<file path="src/rtl/ctrl_hazard_pkg.sv">
// ctrl_hazard_pkg: shared constants for the hazard/stall controller
package ctrl_hazard_pkg;
    localparam int   RV32_REG_ADDR_WIDTH = 5;
    localparam logic S_RUN = 1'b0;
    localparam logic S_MDU = 1'b1;
endpackage

</file>
<file path="src/rtl/ctrl_hazard_if.sv">
// ctrl_hazard_if: pipeline-status inputs and stall/bubble/redirect outputs of the hazard controller
interface ctrl_hazard_if #(
    parameter int REG_ADDR_WIDTH = 5,
    parameter int CNT_WIDTH      = 32
);
    logic                      i_d_valid, i_d_rs1_rd_sig, i_d_rs2_rd_sig, i_d_is_store;
    logic [REG_ADDR_WIDTH-1:0] i_d_rs1_rd_addr, i_d_rs2_rd_addr;
    logic                      i_x_valid, i_x_is_load, i_x_rd_wr_en, i_x_mdu_req, i_x_redirect;
    logic [REG_ADDR_WIDTH-1:0] i_x_rd_wr_addr;
    logic                      i_mdu_done, i_m_dmem_req, i_m_dmem_ack;
    logic                      o_f_stall, o_d_stall, o_x_stall, o_m_stall;
    logic                      o_x_bubble, o_m_bubble, o_w_bubble;
    logic                      o_d_flush, o_pc_redirect_en, o_mdu_start;
    logic [CNT_WIDTH-1:0]      o_stall_cnt;
    modport master (
        output i_d_valid, i_d_rs1_rd_sig, i_d_rs2_rd_sig, i_d_is_store, i_d_rs1_rd_addr, i_d_rs2_rd_addr,
               i_x_valid, i_x_is_load, i_x_rd_wr_en, i_x_mdu_req, i_x_redirect, i_x_rd_wr_addr,
               i_mdu_done, i_m_dmem_req, i_m_dmem_ack,
        input  o_f_stall, o_d_stall, o_x_stall, o_m_stall, o_x_bubble, o_m_bubble, o_w_bubble,
               o_d_flush, o_pc_redirect_en, o_mdu_start, o_stall_cnt
    );
    modport slave (
        input  i_d_valid, i_d_rs1_rd_sig, i_d_rs2_rd_sig, i_d_is_store, i_d_rs1_rd_addr, i_d_rs2_rd_addr,
               i_x_valid, i_x_is_load, i_x_rd_wr_en, i_x_mdu_req, i_x_redirect, i_x_rd_wr_addr,
               i_mdu_done, i_m_dmem_req, i_m_dmem_ack,
        output o_f_stall, o_d_stall, o_x_stall, o_m_stall, o_x_bubble, o_m_bubble, o_w_bubble,
               o_d_flush, o_pc_redirect_en, o_mdu_start, o_stall_cnt
    );
endinterface

</file>
<file path="src/rtl/ctrl_hazard.sv">
// ctrl_hazard: load-use / redirect / MDU / dmem-wait stall controller with saturating stall counter
module ctrl_hazard
    import ctrl_hazard_pkg::*;
#(
    parameter int REG_ADDR_WIDTH = RV32_REG_ADDR_WIDTH,
    parameter int CNT_WIDTH      = 32
) (
    input  logic         i_clk,
    input  logic         i_rst_n,
    ctrl_hazard_if.slave bus
);
    logic                 state, done_q;
    logic [CNT_WIDTH-1:0] cnt;
    logic                 mem_stall, mdu_fin, mdu_busy, lu_hazard, mdu_go, mdu_exit;
    always_comb begin
        mem_stall = bus.i_m_dmem_req & ~bus.i_m_dmem_ack;
        // a done pulse only counts while an MDU op is actually in flight
        mdu_fin   = (state == S_MDU) & (bus.i_mdu_done | done_q);
        mdu_busy  = bus.i_x_valid & bus.i_x_mdu_req & ~mdu_fin;
        lu_hazard = bus.i_x_valid & bus.i_x_is_load & bus.i_x_rd_wr_en &
                    (bus.i_x_rd_wr_addr != REG_ADDR_WIDTH'(0)) & bus.i_d_valid &
                    ((bus.i_d_rs1_rd_sig & (bus.i_d_rs1_rd_addr == bus.i_x_rd_wr_addr)) |
                     (bus.i_d_rs2_rd_sig & (bus.i_d_rs2_rd_addr == bus.i_x_rd_wr_addr) & ~bus.i_d_is_store));
        mdu_go    = (state == S_RUN) & bus.i_x_valid & bus.i_x_mdu_req & ~mem_stall;
        mdu_exit  = (state == S_MDU) & mdu_fin & ~mem_stall;
    end
    assign bus.o_m_stall        = mem_stall;
    assign bus.o_w_bubble       = mem_stall;
    assign bus.o_x_stall        = mem_stall | mdu_busy;
    assign bus.o_m_bubble       = mdu_busy & ~mem_stall;
    assign bus.o_f_stall        = bus.o_x_stall | (lu_hazard & ~bus.i_x_redirect);
    assign bus.o_d_stall        = bus.o_f_stall;
    assign bus.o_x_bubble       = ~bus.o_x_stall & (bus.i_x_redirect | lu_hazard);
    assign bus.o_d_flush        = ~bus.o_x_stall & bus.i_x_redirect;
    assign bus.o_pc_redirect_en = bus.o_d_flush;
    assign bus.o_mdu_start      = mdu_go & i_rst_n;
    assign bus.o_stall_cnt      = cnt;
    always_ff @(posedge i_clk or negedge i_rst_n) begin
        if (!i_rst_n) begin
            state  <= S_RUN;
            done_q <= 1'b0;
            cnt    <= '0;
        end else begin
            state  <= mdu_go ? S_MDU : mdu_exit ? S_RUN : state;
            // remember a done that lands while M is waiting on memory
            done_q <= (state == S_MDU) & ~mdu_exit & (done_q | (bus.i_mdu_done & mem_stall));
            if (bus.o_f_stall && !(&cnt)) cnt <= cnt + CNT_WIDTH'(1);
        end
    end
endmodule

</file>
<file path="src/flat_wrapper.sv">
// flat-port wrapper written by rule: the top's interface ports become plain ports
module ctrl_hazard_flat import ctrl_hazard_pkg::*;
#(
    parameter int REG_ADDR_WIDTH = RV32_REG_ADDR_WIDTH,
    parameter int CNT_WIDTH      = 32
)
  (i_clk, i_rst_n, bus_i_d_valid, bus_i_d_rs1_rd_sig, bus_i_d_rs2_rd_sig, bus_i_d_is_store, bus_i_d_rs1_rd_addr, bus_i_d_rs2_rd_addr, bus_i_x_valid, bus_i_x_is_load, bus_i_x_rd_wr_en, bus_i_x_mdu_req, bus_i_x_redirect, bus_i_x_rd_wr_addr, bus_i_mdu_done, bus_i_m_dmem_req, bus_i_m_dmem_ack, bus_o_f_stall, bus_o_d_stall, bus_o_x_stall, bus_o_m_stall, bus_o_x_bubble, bus_o_m_bubble, bus_o_w_bubble, bus_o_d_flush, bus_o_pc_redirect_en, bus_o_mdu_start, bus_o_stall_cnt);
  ctrl_hazard_if #(.REG_ADDR_WIDTH(REG_ADDR_WIDTH), .CNT_WIDTH(CNT_WIDTH)) bus_i ();
  input  logic i_clk;
  input  logic i_rst_n;
  input wire logic [$bits(bus_i.i_d_valid)-1:0] bus_i_d_valid;
  input wire logic [$bits(bus_i.i_d_rs1_rd_sig)-1:0] bus_i_d_rs1_rd_sig;
  input wire logic [$bits(bus_i.i_d_rs2_rd_sig)-1:0] bus_i_d_rs2_rd_sig;
  input wire logic [$bits(bus_i.i_d_is_store)-1:0] bus_i_d_is_store;
  input wire logic [$bits(bus_i.i_d_rs1_rd_addr)-1:0] bus_i_d_rs1_rd_addr;
  input wire logic [$bits(bus_i.i_d_rs2_rd_addr)-1:0] bus_i_d_rs2_rd_addr;
  input wire logic [$bits(bus_i.i_x_valid)-1:0] bus_i_x_valid;
  input wire logic [$bits(bus_i.i_x_is_load)-1:0] bus_i_x_is_load;
  input wire logic [$bits(bus_i.i_x_rd_wr_en)-1:0] bus_i_x_rd_wr_en;
  input wire logic [$bits(bus_i.i_x_mdu_req)-1:0] bus_i_x_mdu_req;
  input wire logic [$bits(bus_i.i_x_redirect)-1:0] bus_i_x_redirect;
  input wire logic [$bits(bus_i.i_x_rd_wr_addr)-1:0] bus_i_x_rd_wr_addr;
  input wire logic [$bits(bus_i.i_mdu_done)-1:0] bus_i_mdu_done;
  input wire logic [$bits(bus_i.i_m_dmem_req)-1:0] bus_i_m_dmem_req;
  input wire logic [$bits(bus_i.i_m_dmem_ack)-1:0] bus_i_m_dmem_ack;
  output wire logic [$bits(bus_i.o_f_stall)-1:0] bus_o_f_stall;
  output wire logic [$bits(bus_i.o_d_stall)-1:0] bus_o_d_stall;
  output wire logic [$bits(bus_i.o_x_stall)-1:0] bus_o_x_stall;
  output wire logic [$bits(bus_i.o_m_stall)-1:0] bus_o_m_stall;
  output wire logic [$bits(bus_i.o_x_bubble)-1:0] bus_o_x_bubble;
  output wire logic [$bits(bus_i.o_m_bubble)-1:0] bus_o_m_bubble;
  output wire logic [$bits(bus_i.o_w_bubble)-1:0] bus_o_w_bubble;
  output wire logic [$bits(bus_i.o_d_flush)-1:0] bus_o_d_flush;
  output wire logic [$bits(bus_i.o_pc_redirect_en)-1:0] bus_o_pc_redirect_en;
  output wire logic [$bits(bus_i.o_mdu_start)-1:0] bus_o_mdu_start;
  output wire logic [$bits(bus_i.o_stall_cnt)-1:0] bus_o_stall_cnt;
  assign bus_i.i_d_valid = bus_i_d_valid;
  assign bus_i.i_d_rs1_rd_sig = bus_i_d_rs1_rd_sig;
  assign bus_i.i_d_rs2_rd_sig = bus_i_d_rs2_rd_sig;
  assign bus_i.i_d_is_store = bus_i_d_is_store;
  assign bus_i.i_d_rs1_rd_addr = bus_i_d_rs1_rd_addr;
  assign bus_i.i_d_rs2_rd_addr = bus_i_d_rs2_rd_addr;
  assign bus_i.i_x_valid = bus_i_x_valid;
  assign bus_i.i_x_is_load = bus_i_x_is_load;
  assign bus_i.i_x_rd_wr_en = bus_i_x_rd_wr_en;
  assign bus_i.i_x_mdu_req = bus_i_x_mdu_req;
  assign bus_i.i_x_redirect = bus_i_x_redirect;
  assign bus_i.i_x_rd_wr_addr = bus_i_x_rd_wr_addr;
  assign bus_i.i_mdu_done = bus_i_mdu_done;
  assign bus_i.i_m_dmem_req = bus_i_m_dmem_req;
  assign bus_i.i_m_dmem_ack = bus_i_m_dmem_ack;
  assign bus_o_f_stall = bus_i.o_f_stall;
  assign bus_o_d_stall = bus_i.o_d_stall;
  assign bus_o_x_stall = bus_i.o_x_stall;
  assign bus_o_m_stall = bus_i.o_m_stall;
  assign bus_o_x_bubble = bus_i.o_x_bubble;
  assign bus_o_m_bubble = bus_i.o_m_bubble;
  assign bus_o_w_bubble = bus_i.o_w_bubble;
  assign bus_o_d_flush = bus_i.o_d_flush;
  assign bus_o_pc_redirect_en = bus_i.o_pc_redirect_en;
  assign bus_o_mdu_start = bus_i.o_mdu_start;
  assign bus_o_stall_cnt = bus_i.o_stall_cnt;
  ctrl_hazard #(.REG_ADDR_WIDTH(REG_ADDR_WIDTH), .CNT_WIDTH(CNT_WIDTH)) u_core (.i_clk(i_clk), .i_rst_n(i_rst_n), .bus(bus_i));
endmodule
</file>
<file path="config.mk">
export PLATFORM = sky130hd
export DESIGN_NAME = ctrl_hazard_flat
export DESIGN_NICKNAME = d
export VERILOG_FILES = /design/src/rtl/ctrl_hazard_pkg.sv /design/src/rtl/ctrl_hazard_if.sv /design/src/rtl/ctrl_hazard.sv /design/src/flat_wrapper.sv
export SDC_FILE = /design/constraint.sdc
export NUM_CORES = 1
export LEC_CHECK = 0
export ABC_AREA = 1
export BUFFER_PORTS_ARGS = -buffer_cell sky130_fd_sc_hd__buf_2
export CAP_MARGIN = 20
export CORE_ASPECT_RATIO = 2
export CORE_MARGIN = 5
export CORE_UTILIZATION = 40
export CTS_BUF_LIST = sky130_fd_sc_hd__clkbuf_2 sky130_fd_sc_hd__clkbuf_4 sky130_fd_sc_hd__clkbuf_8
export CTS_CLUSTER_DIAMETER = 120
export DETAILED_ROUTE_END_ITERATION = 7
export PLACE_DENSITY_LB_ADDON = 0.2
export RECOVER_POWER = 100
export REMOVE_ABC_BUFFERS = 1
export SLEW_MARGIN = 20
export SYNTH_ARGS = -nofsm -noshare
export SYNTH_HDL_FRONTEND = slang
export SYNTH_SLANG_ARGS = --single-unit
</file>
<file path="constraint.sdc">
create_clock -name i_clk -period 3.3 [get_ports i_clk]
set_input_delay 0 -clock i_clk [delete_from_list [all_inputs] [get_ports i_clk]]
set_output_delay 0 -clock i_clk [all_outputs]
set_load 0.01 [all_outputs]
</file>
==> impl_metrics.tcl <==
set metrics [dict create \
    fmax_mhz 434.8 \
    ys.flop_type "dfrtp_1" \
    slew_viol_final 0 \
    route.antenna.remaining_nets 0 \
    cpPeakStageDelay_ns 0.44 \
    switching_power_w 0.0003276 \
    initial_core_util_pct 40.70 \
    period_minus_slack_ns 2.300 \
    clockBufferDepth 2 \
    cts_max_level 2 \
    wl_met1_mm 2.639 \
    clock_sinks 34 \
    avgRoutedWirePerCell_um 12.95 \
    finalHoldViolations 0 \
    top_layer "met4" \
    netlist_instances 405 \
    num_vias 2706 \
    swShare_pct 31.87 \
    combPwrFrac_pct 20.2 \
    antenna_found_initial 0 \
    via_per_inst 4.815 \
    globalplace.congestion 0.9064 \
    cts_buffers 5 \
    timing.final.crit_share_pct 69.70 \
    met3_length_um 360 \
    rsz0062_at_grt "false" \
    maxCapViolCount 0 \
    clkSlewWorstSetupHoldPaths_ns 0.07 \
    root_buffer "clkbuf_8" \
    outcome "complete, no violations" \
    internal_power_w 0.0007004 \
    finalInstanceArea_um2 3002 \
    drt_wl_total_mm 7.278 \
    final_cell_mix "nand2_1 (170), nor2_1 (48), nand3_1 (45), inv_1 (43), clkbuf_1 (43)" \
    clkLatencyLatePin_ns 0.29 \
    grt_max_degree 37 \
    cp_cell_sequence "o21ai_0, inv_1, o21ai_0, inv_1, nand2_1, buf_4, nand2_2, nand2_1, nand2_1" \
    dr.first_iter.drc_count 92 \
    synthArstFlopShare_pct 100.0 \
    path_common_cell "nand2_1" \
    drc_errors 0 \
    synthToLayoutAreaGrowth_pct 17.83 \
    critical_path_required_ns 3.48 \
    skew_ns 0.006939 \
    core_area_um2 6259 \
    critPathKind "reg -> reg" \
    start_kind "register" \
    holdWs_ns 0.01708 \
    firstDrtPassIters 4 \
    tns_ns 0 \
    die_y_um 122.9 \
    worstMarginPinSlew_ns 1.405 \
    place_hpwl_mm 5.676 \
    path_max_fanout 36 \
    synth-edff-count 0 \
    seq_area_frac_synth_pct 33.40 \
    cts_tree "built" \
    p_per_area_nw_per_um2 342.5 \
    worstSetupEndpointType "register" \
    fp.dieW_um 66.43 \
    die-area_um2 8162 \
    ys_ff_latch 34 \
    final_core_util_pct 47.96 \
    cp_data_arrival_time_ns 2.48 \
    synth_cell_types 26 \
    final_common_cell "nand2_1" \
    nets 505 \
    grt_usage_pct 19.38 \
    drive_gt1_share_pct 9.874 \
    dpl_cell_area_um2 2943 \
    leakagePower_nw 1.597 \
    min_path_type "in -> reg" \
    synth_area_um2 2547 \
    grt_pass1_wl_mm 12.12 \
    num_antenna_cells 0 \
    setup_violations 0 \
    avgSynthCellArea_um2 6.290 \
    first_global_vias 2706 \
    seqPwrFrac_pct 47.6 \
    rows 41 \
    io_pins 71 \
    clockPowerShare_pct 32.2 \
    synth_warnings 0 \
    dr_wl_met2_mm 3.977 \
    io_buffers 70 \
    grt_overflow 0 \
    fillers 720 \
    crit_path_top_delay_cell "nand2_2" \
    irDropWorstVdd_v 0.0002648 \
    maxSlewHeadroom_pct 6.342 \
]
power groups by stage:
stage	clock [W]	combinational (W)	sequential, W
after floorplan	0	0.000115	0.000501
after global placement	0	0.000216	0.000497
after detailed placement	0	0.000221	0.000497
after CTS	0.000342	0.000224	0.000489
after global routing	0.000355	0.000238	0.000496
final	0.000331	0.000208	0.000489
worst max-delay path: cells and delay by family (launching register included):
kind	cells	cell delay (ns)
DFF	1	0.36
buffers and inverters	3	0.50
and+or+nand+nor	4	0.75
AOI/OAI and AO/OA	2	0.55
sequential cells by signal (all words and copies together), names as in the netlist:
signal / count
u_core.bus.o_stall_cnt: 32
u_core.done_q: 1
u_core.state: 1
per-stage QoR:
stage	setup WS, ns	power, W	cells
final	0.9999	0.001028	562
after global routing	0.6214	0.001089	562
after CTS	1.060	0.001055	562
after detailed placement	1.077	0.0007173	552
after global placement	1.136	0.0007130	552
after floorplan	0.9106	0.0006153	393
layer usage:
metal,vias up,global-route usage [%]
met5,-,0
met4,0,10.43
met3,16,3.480
met2,68,37.65
met1,1229,18.13
li1,1393,-
final timing paths:
check / startpoint / slack (ns) / depth (start not counted) / to
hold / removal: bus_i_m_dmem_ack / 0.02 / 4 / u_core.done_q
setup reg to reg: u_core.done_q / 1.0 / 9 / u_core.bus.o_stall_cnt[29]
min in group asynchronous: i_rst_n / 0.56 / 2 / u_core.bus.o_stall_cnt[6]
max in group asynchronous: i_rst_n / 1.53 / 3 / u_core.bus.o_stall_cnt[17]
hold reg to reg: u_core.bus.o_stall_cnt[10] / 0.54 / 2 / u_core.bus.o_stall_cnt[10]
setup / recovery: u_core.done_q / 1.0 / 9 / u_core.bus.o_stall_cnt[29]
repair_timing:
action	4_1_cts	5_1_grt
setup buffers	0	0
hold buffers	2	0
setup endpoints to repair	0	0
gates resized for setup	0	0
hold endpoints to repair	23	0
kinds of logic after synthesis:
kind of cell               after synthesis  synth area share [%]
DFF                                     34                 33.40
AOI/OAI and AO/OA                        5                 1.179
buffers and inverters                   57                 9.970
and+or+nand+nor                        291                 49.12
adders and majority gates                1                0.4911
xor gates and xnor gates                17                 5.845
cells in the mapped netlist, types with 2 or more instances:
cell	number	area (um2)
xor2_1	12	105.1
nor2_4	2	22.52
nand2_1	170	638.1
xnor2_1	5	43.79
inv_1	43	161.4
nand3_2	2	20.02
inv_2	2	7.510
nand3b_1	6	45.04
buf_4	3	22.52
nand3_1	45	225.2
dfrtp_1	34	850.8
buf_6	3	33.78
nand4_1	7	43.79
nor2_1	48	180.2
nor3_1	7	35.03
buf_2	5	25.02
o21ai_1	2	10.01
final cells by class:
class / count / area, um2 / area share (%)
tap: 86 / 107.6 / 3.585
clock buffer: 7 / 90.09 / 3.001
clock inverter: 1 / 5.005 / 0.1667
sequential: 34 / 850.8 / 28.35
timing repair buffer: 75 / 336.6 / 11.21
multi-input combinational: 314 / 1443 / 48.06
inverter: 45 / 168.9 / 5.627
Power figures use the tool's default switching activity.
